$ cat src/rtl/ifu_fetch_pkg.sv
// Shared types and constants for the npc instruction fetch unit.
// Holds the fetch FSM encoding, the reset PC default and the canonical NOP.
package ifu_fetch_pkg;

  typedef enum logic [2:0] {
    StIdle  = 3'd0,
    StFetch = 3'd1,
    StWait  = 3'd2,
    StIssue = 3'd3,
    StHalt  = 3'd4
  } ifu_state_e;

  localparam logic [31:0] ResetPcDefault = 32'h8000_0000;
  localparam logic [31:0] InstNop        = 32'h0000_0013;

  localparam logic [6:0] OpcodeOpImm  = 7'b0010011;
  localparam logic [6:0] OpcodeOp     = 7'b0110011;
  localparam logic [6:0] OpcodeBranch = 7'b1100011;
  localparam logic [6:0] OpcodeJal    = 7'b1101111;
  localparam logic [6:0] OpcodeJalr   = 7'b1100111;

  // Instruction memory only takes word addresses.
  function automatic logic [31:0] word_align(input logic [31:0] addr);
    return addr & 32'hFFFF_FFFC;
  endfunction

endpackage

$ cat src/rtl/ifu_fetch_reg.sv
// Generic write-enabled register with asynchronous active-low reset.
// Instantiated by the fetch unit to hold the PC.
module ifu_fetch_reg #(
  parameter int unsigned     Width    = 32,
  parameter logic [Width-1:0] ResetVal = '0
) (
  input  logic             clk_i,
  input  logic             rst_ni,
  input  logic             we_i,
  input  logic [Width-1:0] d_i,
  output logic [Width-1:0] q_o
);

  always_ff @(posedge clk_i or negedge rst_ni) begin
    if (!rst_ni) begin
      q_o <= ResetVal;
    end else if (we_i) begin
      q_o <= d_i;
    end
  end

endmodule

$ cat src/rtl/ifu_fetch.sv
// Instruction fetch unit: owns the PC, issues one word read at a time and hands
// each fetched instruction to decode; squashes in-flight responses on redirect.
module ifu_fetch
  import ifu_fetch_pkg::*;
#(
  parameter logic [31:0] RESET_PC = ResetPcDefault
) (
  input  logic        clk,
  input  logic        rst_n,
  output logic        imem_req_valid,
  output logic [31:0] imem_req_addr,
  input  logic        imem_req_ready,
  input  logic        imem_rsp_valid,
  input  logic [31:0] imem_rsp_data,
  output logic        inst_valid,
  output logic [31:0] inst,
  output logic [31:0] inst_pc,
  input  logic        inst_ready,
  input  logic        redirect_valid,
  input  logic [31:0] redirect_pc,
  input  logic        halt,
  output logic        halted
);

  ifu_state_e  state_q, state_d;
  logic [31:0] pc_q, pc_d;
  logic        pc_we;
  logic [31:0] inst_q, inst_d;
  logic [31:0] inst_pc_q, inst_pc_d;
  logic        squash_q, squash_d;
  logic [31:0] redirect_tgt;

  assign redirect_tgt = word_align(redirect_pc);

  ifu_fetch_reg #(
    .Width    (32),
    .ResetVal (RESET_PC)
  ) u_pc_reg (
    .clk_i  (clk),
    .rst_ni (rst_n),
    .we_i   (pc_we),
    .d_i    (pc_d),
    .q_o    (pc_q)
  );

  always_comb begin
    state_d        = state_q;
    pc_we          = 1'b0;
    pc_d           = pc_q;
    inst_d         = inst_q;
    inst_pc_d      = inst_pc_q;
    squash_d       = squash_q;
    imem_req_valid = 1'b0;
    imem_req_addr  = 32'd0;
    inst_valid     = 1'b0;
    halted         = 1'b0;

    unique case (state_q)
      StIdle: begin
        state_d = StFetch;
      end
      StFetch: begin
        imem_req_valid = 1'b1;
        imem_req_addr  = pc_q;
        // Halt wins over both redirect and a same-cycle request acceptance.
        if (halt) begin
          state_d = StHalt;
        end else begin
          if (redirect_valid) begin
            pc_we = 1'b1;
            pc_d  = redirect_tgt;
          end
          if (imem_req_ready) begin
            state_d  = StWait;
            squash_d = redirect_valid;
          end
        end
      end
      StWait: begin
        if (redirect_valid) begin
          pc_we = 1'b1;
          pc_d  = redirect_tgt;
        end
        if (imem_rsp_valid) begin
          if (squash_q || redirect_valid) begin
            squash_d = 1'b0;
            state_d  = StFetch;
          end else begin
            inst_d    = imem_rsp_data;
            inst_pc_d = pc_q;
            state_d   = StIssue;
          end
        end else if (redirect_valid) begin
          squash_d = 1'b1;
        end
      end
      StIssue: begin
        inst_valid = 1'b1;
        if (inst_ready) begin
          pc_we   = 1'b1;
          pc_d    = redirect_valid ? redirect_tgt : pc_q + 32'd4;
          state_d = halt ? StHalt : StFetch;
        end else if (redirect_valid) begin
          pc_we   = 1'b1;
          pc_d    = redirect_tgt;
          state_d = StFetch;
        end
      end
      StHalt: begin
        halted = 1'b1;
      end
      default: begin
        state_d = StIdle;
      end
    endcase
  end

  always_ff @(posedge clk or negedge rst_n) begin
    if (!rst_n) begin
      state_q   <= StIdle;
      inst_q    <= 32'd0;
      inst_pc_q <= 32'd0;
      squash_q  <= 1'b0;
    end else begin
      state_q   <= state_d;
      inst_q    <= inst_d;
      inst_pc_q <= inst_pc_d;
      squash_q  <= squash_d;
    end
  end

  assign inst    = inst_q;
  assign inst_pc = inst_pc_q;

endmodule

$ cat config.mk
export PLATFORM = sky130hd
export DESIGN_NAME = ifu_fetch
export DESIGN_NICKNAME = d
export VERILOG_FILES = /design/src/rtl/ifu_fetch_pkg.sv /design/src/rtl/ifu_fetch_reg.sv /design/src/rtl/ifu_fetch.sv
export SDC_FILE = /design/constraint.sdc
export NUM_CORES = 1
export LEC_CHECK = 0
export ABC_AREA = 1
export BUFFER_PORTS_ARGS = -buffer_cell sky130_fd_sc_hd__buf_2
export CORE_MARGIN = 2
export CORE_UTILIZATION = 50
export DETAILED_ROUTE_END_ITERATION = 8
export GPL_ROUTABILITY_DRIVEN = 0
export PLACE_DENSITY_LB_ADDON = 0.3
export SYNTH_ARGS = -nofsm -noshare
export SYNTH_HDL_FRONTEND = slang
export SYNTH_SLANG_ARGS = --single-unit
$ cat constraint.sdc
create_clock -name clk -period 5.1 [get_ports clk]
set_input_delay 0.255 -clock clk [delete_from_list [all_inputs] [get_ports clk]]
set_output_delay 0.255 -clock clk [all_outputs]
set_load 0.02 [all_outputs]
Word-level counts from Yosys, hierarchy flattened
Index checks and enable logic that the tools add are counted.

Register bits: 100. Latch bits: 0. Bits in writable memories: 0. ROM bits: 0. Input bits: 71. Output and inout port bits: 99. Word-level logic and storage cells: 54. Memories: 0.

Add/sub/neg operators: 1. $mul: 0. Div/mod/pow operators: 0. Magnitude comparators: 0. Equal/unequal tests: 11. Shift operators: 0. Mux-type cells: 27. Bitwise operators: 2. Reduce and logical (&&, ||, !) cells: 8.

Operators with widths (number): 2-to-1 mux 32 bit (5); one-hot mux 32 bit (3 select lines) (1); adder 32 x 3 -> 32 bit (second input constant) (1); 2-to-1 mux 3 bit (6); one-hot mux 3 bit (5 select lines) (1); inequality test 3 bit (second input constant) (4); 2-to-1 mux 1 bit (11); equality test 3 x 2 -> 1 bit (second input constant) (2); inequality test 2 bit (second input constant) (3); AND reduction 3 bit (2); AND reduction 5 bit (1); AND reduction 4 bit (1); equality test 3 x 1 -> 1 bit (second input constant) (1); equality test 3 bit (second input constant) (1); logical NOT 3 bit (1); one-hot mux 1 bit (3 select lines) (1); nonzero test 3 bit (1); 2-to-1 mux 2 bit (1); NOT 1 bit (2); one-hot mux 1 bit (2 select lines) (1); nonzero test 2 bit (1); logical OR 1 bit (1).

Depth between registers and ports, before layout
Word-level depth: 4. Mapped depth: 12. Mapped depth without buffers: 12.

Hierarchy
From an unflattened synthesis, not the netlist that was laid out.

Cells, all modules: 905. Area total of the unflattened synthesis: 6048.3 um^2.

By module, submodules not included: ifu_fetch (instances 1, cells an instance 769, area each 4754.6 um^2, seq. area each 1701.6 um^2); ifu_fetch_reg (instances 1, cells an instance 136, area each 1293.7 um^2, seq. area each 802.0 um^2).

Worst setup path before layout
No wires, ideal clock.

Path type: flip-flop to output port. Start point: register state_q[1]. End point: output port imem_req_addr[10]. Arrival: 1514 ps. Data required time: 4845 ps. Path slack: 3331 ps. Cell stages (with the launch flop): 5. Path buffers: 1. Cell sequence: dfrtp_1 -> nor3_2 -> inv_1 -> clkbuf_1 -> nor2_1.

Word-level cells in the longest chain between the ends: 2.

Ends and longest elaborated chain: from (decl) (RTL line ifu_fetch.sv:25) `ifu_state_e state_q, state_d;`; from (signal assigned) (RTL line ifu_fetch.sv:120) `state_q <= StIdle;`; from (signal assigned) (RTL line ifu_fetch.sv:125) `state_q <= state_d;`; equality test 3 x 1 -> 1 bit (RTL line ifu_fetch.sv:58) `unique case (state_q)`; 2-to-1 mux 32 bit (RTL line ifu_fetch.sv:58); to (decl) (RTL line ifu_fetch.sv:11) `output logic [31:0] imem_req_addr,`.

No other way between the ends.

Worst setup path after layout
Start point: register state_q[2]. End point: register inst_pc_q[15] (netlist: inst_pc[15]).

Word-level cells in the longest chain between the ends: 2.

Ends and longest elaborated chain: equality test 3 x 2 -> 1 bit (RTL line ifu_fetch.sv:58); AND reduction 3 bit (no source line); to (signal assigned) (RTL line ifu_fetch.sv:127) `inst_pc_q <= inst_pc_d;`; to (decl) (RTL line ifu_fetch.sv:29) `logic [31:0] inst_pc_q, inst_pc_d;`.

No other way between the ends. A chain may end at the register's enable or synchronous reset.

==> metrics.txt <==
Max Clock Freq between 300 and 400 MHz; FF-to-FF End inst_pc[15]; Post-synth EDFFs 0; first-pass GRT wire length about 22000 microns; Post-synth top flop dfrtp_1; Via density roughly 5.2; critical path startpoint state_q[2]; crit path capture inst_pc[15]; crit path DAT 2.87 ns; Final WS setup about 2.4 ns; root buffer cell clkbuf_8; gr usage total 0.251; HP Class in -> reg; Crit Path Max Fanout 96; setup TNS 0 ns; DP Wirelength slightly below 10000 microns; drt pass-1 iters 6; Port Buf Inserts ~170; Yosys top cell area share 0.485; Async SR Flop Fraction 1.00; Synthesis Warnings 0; syn_nets slightly below 800; Lkg Pwr 0.00345 uW; Num CTS Buffers 9; crit path launch type register; Synth area leader dfrtp_1; share of cells above drive strength 1 0.221; min Tclk post-route 2.66 ns; DIE HEIGHT 105 microns; FILL cells roughly 900; HP Start imem_rsp_data[12]; Placeable Area 9860 sq um; initial antenna violation count 0; pin count of the biggest net entering global routing 97; pwr dens 594 nW/um^2; pre-CTS setup slack 2.36 ns; Seq cells post-synth 100; Final Hold Viols 0; Max VDD drop 0.237 mV; synth-to-layout area growth 21.2%; Post-CTS Setup Bufs 0; Design Area, Final between 6000 and 7000 sq um; Synth Instances 715; CTS tree yes; Die Wd around 110 microns; clock-pin transition on the worst setup and hold timing paths roughly 0.090 ns; most frequent cells in the layout nand2_1 (257), buf_2 (166), dfrtp_1 (99), nor2_1 (78), nand3_1 (66); vias in the first global route about 4700; Slew HR 0.205; # Max-Cap Violations 0; boundary pin count 170; Final Routed Wirelength 13800 microns; Max Slew Vio Count 0; DRC Markers 0; Crit Path Category reg -> reg; worst reg2reg path startpoint state_q[2]; CTS H-Tree Depth 3; syn avg cell area roughly 7.2 sq um; synth top area cells dfrtp_1 (48%), nand2_1 (19%), nand3_1 (6.5%); die area roughly 11000 sq um; CP Data Required Time ~5.3 ns; DRT antenna net count 0; FP Rows 36; status complete, no violations; crit path capture type register; dpl cell area roughly 6000 sq um; synthesized area approximately 5000 sq um; RSZ-0062 raised after global routing false; register-to-register setup slack roughly 2.4 ns; initial drt markers about 440; fin crit share 0.521; clock latency at the later pin of the worst-skew pair 0.38 ns; Worst Skew around 0.016 ns; sequential area share after synthesis 0.490; Final Power 3680 uW; FF-to-FF path depth 9; CTS Buffer Depth 2; number of inserted diodes 0; Remaining Overflow, GRT 0; Wirelength per Cell 13.8 microns; clock sinks 100; Synth cell types 27; detailed-route via count 5227; Worst Tran Pin Value approximately 1.2 ns; Final nets about 940; Initial Utilization 0.518; utilization of the core after routing 0.628; most common cell after layout, fill and taps aside nand2_1; Final setup viols 0
worst min-delay path by stage:
stage | endpoint | cells after the start
after floorplan | inst[0] | 0
after global placement | inst[3] | 1
after detailed placement | inst[3] | 1
after CTS | inst[12] | 3
after global routing | inst[16] | 3
final | inst[12] | 3
cell type report:
cell class                      instances  area (sq um)  share of cell area
Clock buffer                           11           131              0.0212
Multi-Input combinational cell        516          2220               0.358
Clock inverter                          5          61.3             0.00989
Inverter                               65           244              0.0394
Timing Repair Buffer                  171           871               0.141
Tap cell                              133           166              0.0269
Sequential cell                       100          2500               0.404
cell usage after synthesis (2+ instances only):
cell	instances
a21oi_1	13
buf_1	2
buf_2	9
clkbuf_1	22
dfrtp_1	99
inv_1	62
inv_2	3
nand2_1	257
nand3_1	66
nand4_1	7
nor2_1	78
nor3_1	6
o211ai_1	3
o21ai_0	62
o21ai_1	13
o22ai_1	2
power breakdown:
| part | internal (uW) | switching, uW |
|---|---|---|
| Combinational | 543 | 1230 |
| Sequential | 1150 | 247 |
| Clock | 230 | 279 |
| Total | 1930 | 1750 |
worst max-delay path: stages (launching register included):
cell and delay [ns]:
dfrtp_1 0.42, inv_2 0.09, nand2_1 0.08, nor2_1 0.20, inv_2 0.08, nor3_4 0.90, nand2_2 0.04, buf_4 0.42
nand2_1 0.13, o21ai_0 0.10
state kept, by name, summed over array words and instances (netlist names):
register	count
inst	32
inst_pc	32
squash_q	1
state_q	3
u_pc_reg.q_o	32
logic make-up after synthesis:
group,after synthesis,synth area share
AND/OR/NAND/NOR,420,0.335
flip-flops,100,0.490
buffers and inverters,99,0.0764
AO/OA/AOI/OAI,95,0.0962
adder cells (fa/ha/maj),1,0.00245
what timing repair did:
action / CTS / global route
hold buffers: 1 / 0
endpoints found under the hold margin: 40 / 0
resized for setup: 0 / 0
metrics by stage:
step | std cells | hold slack, ns
after global routing | 1001 | 0.108
after detailed placement | 984 | 0.273
after global placement | 984 | 0.273
after CTS | 1001 | 0.105
final | 1001 | 0.115
after floorplan | 715 | -0.0406
layer usage:
layer / track usage / vias to the layer above / part of all wire
met5: 0 / - / 0
met4: 0.0962 / 0 / 0.011
met3: 0.0499 / 15 / 0.076
met2: 0.418 / 240 / 0.48
met1: 0.322 / 2425 / 0.44
li1: - / 2547 / -
(Power assumes the default switching activity.)
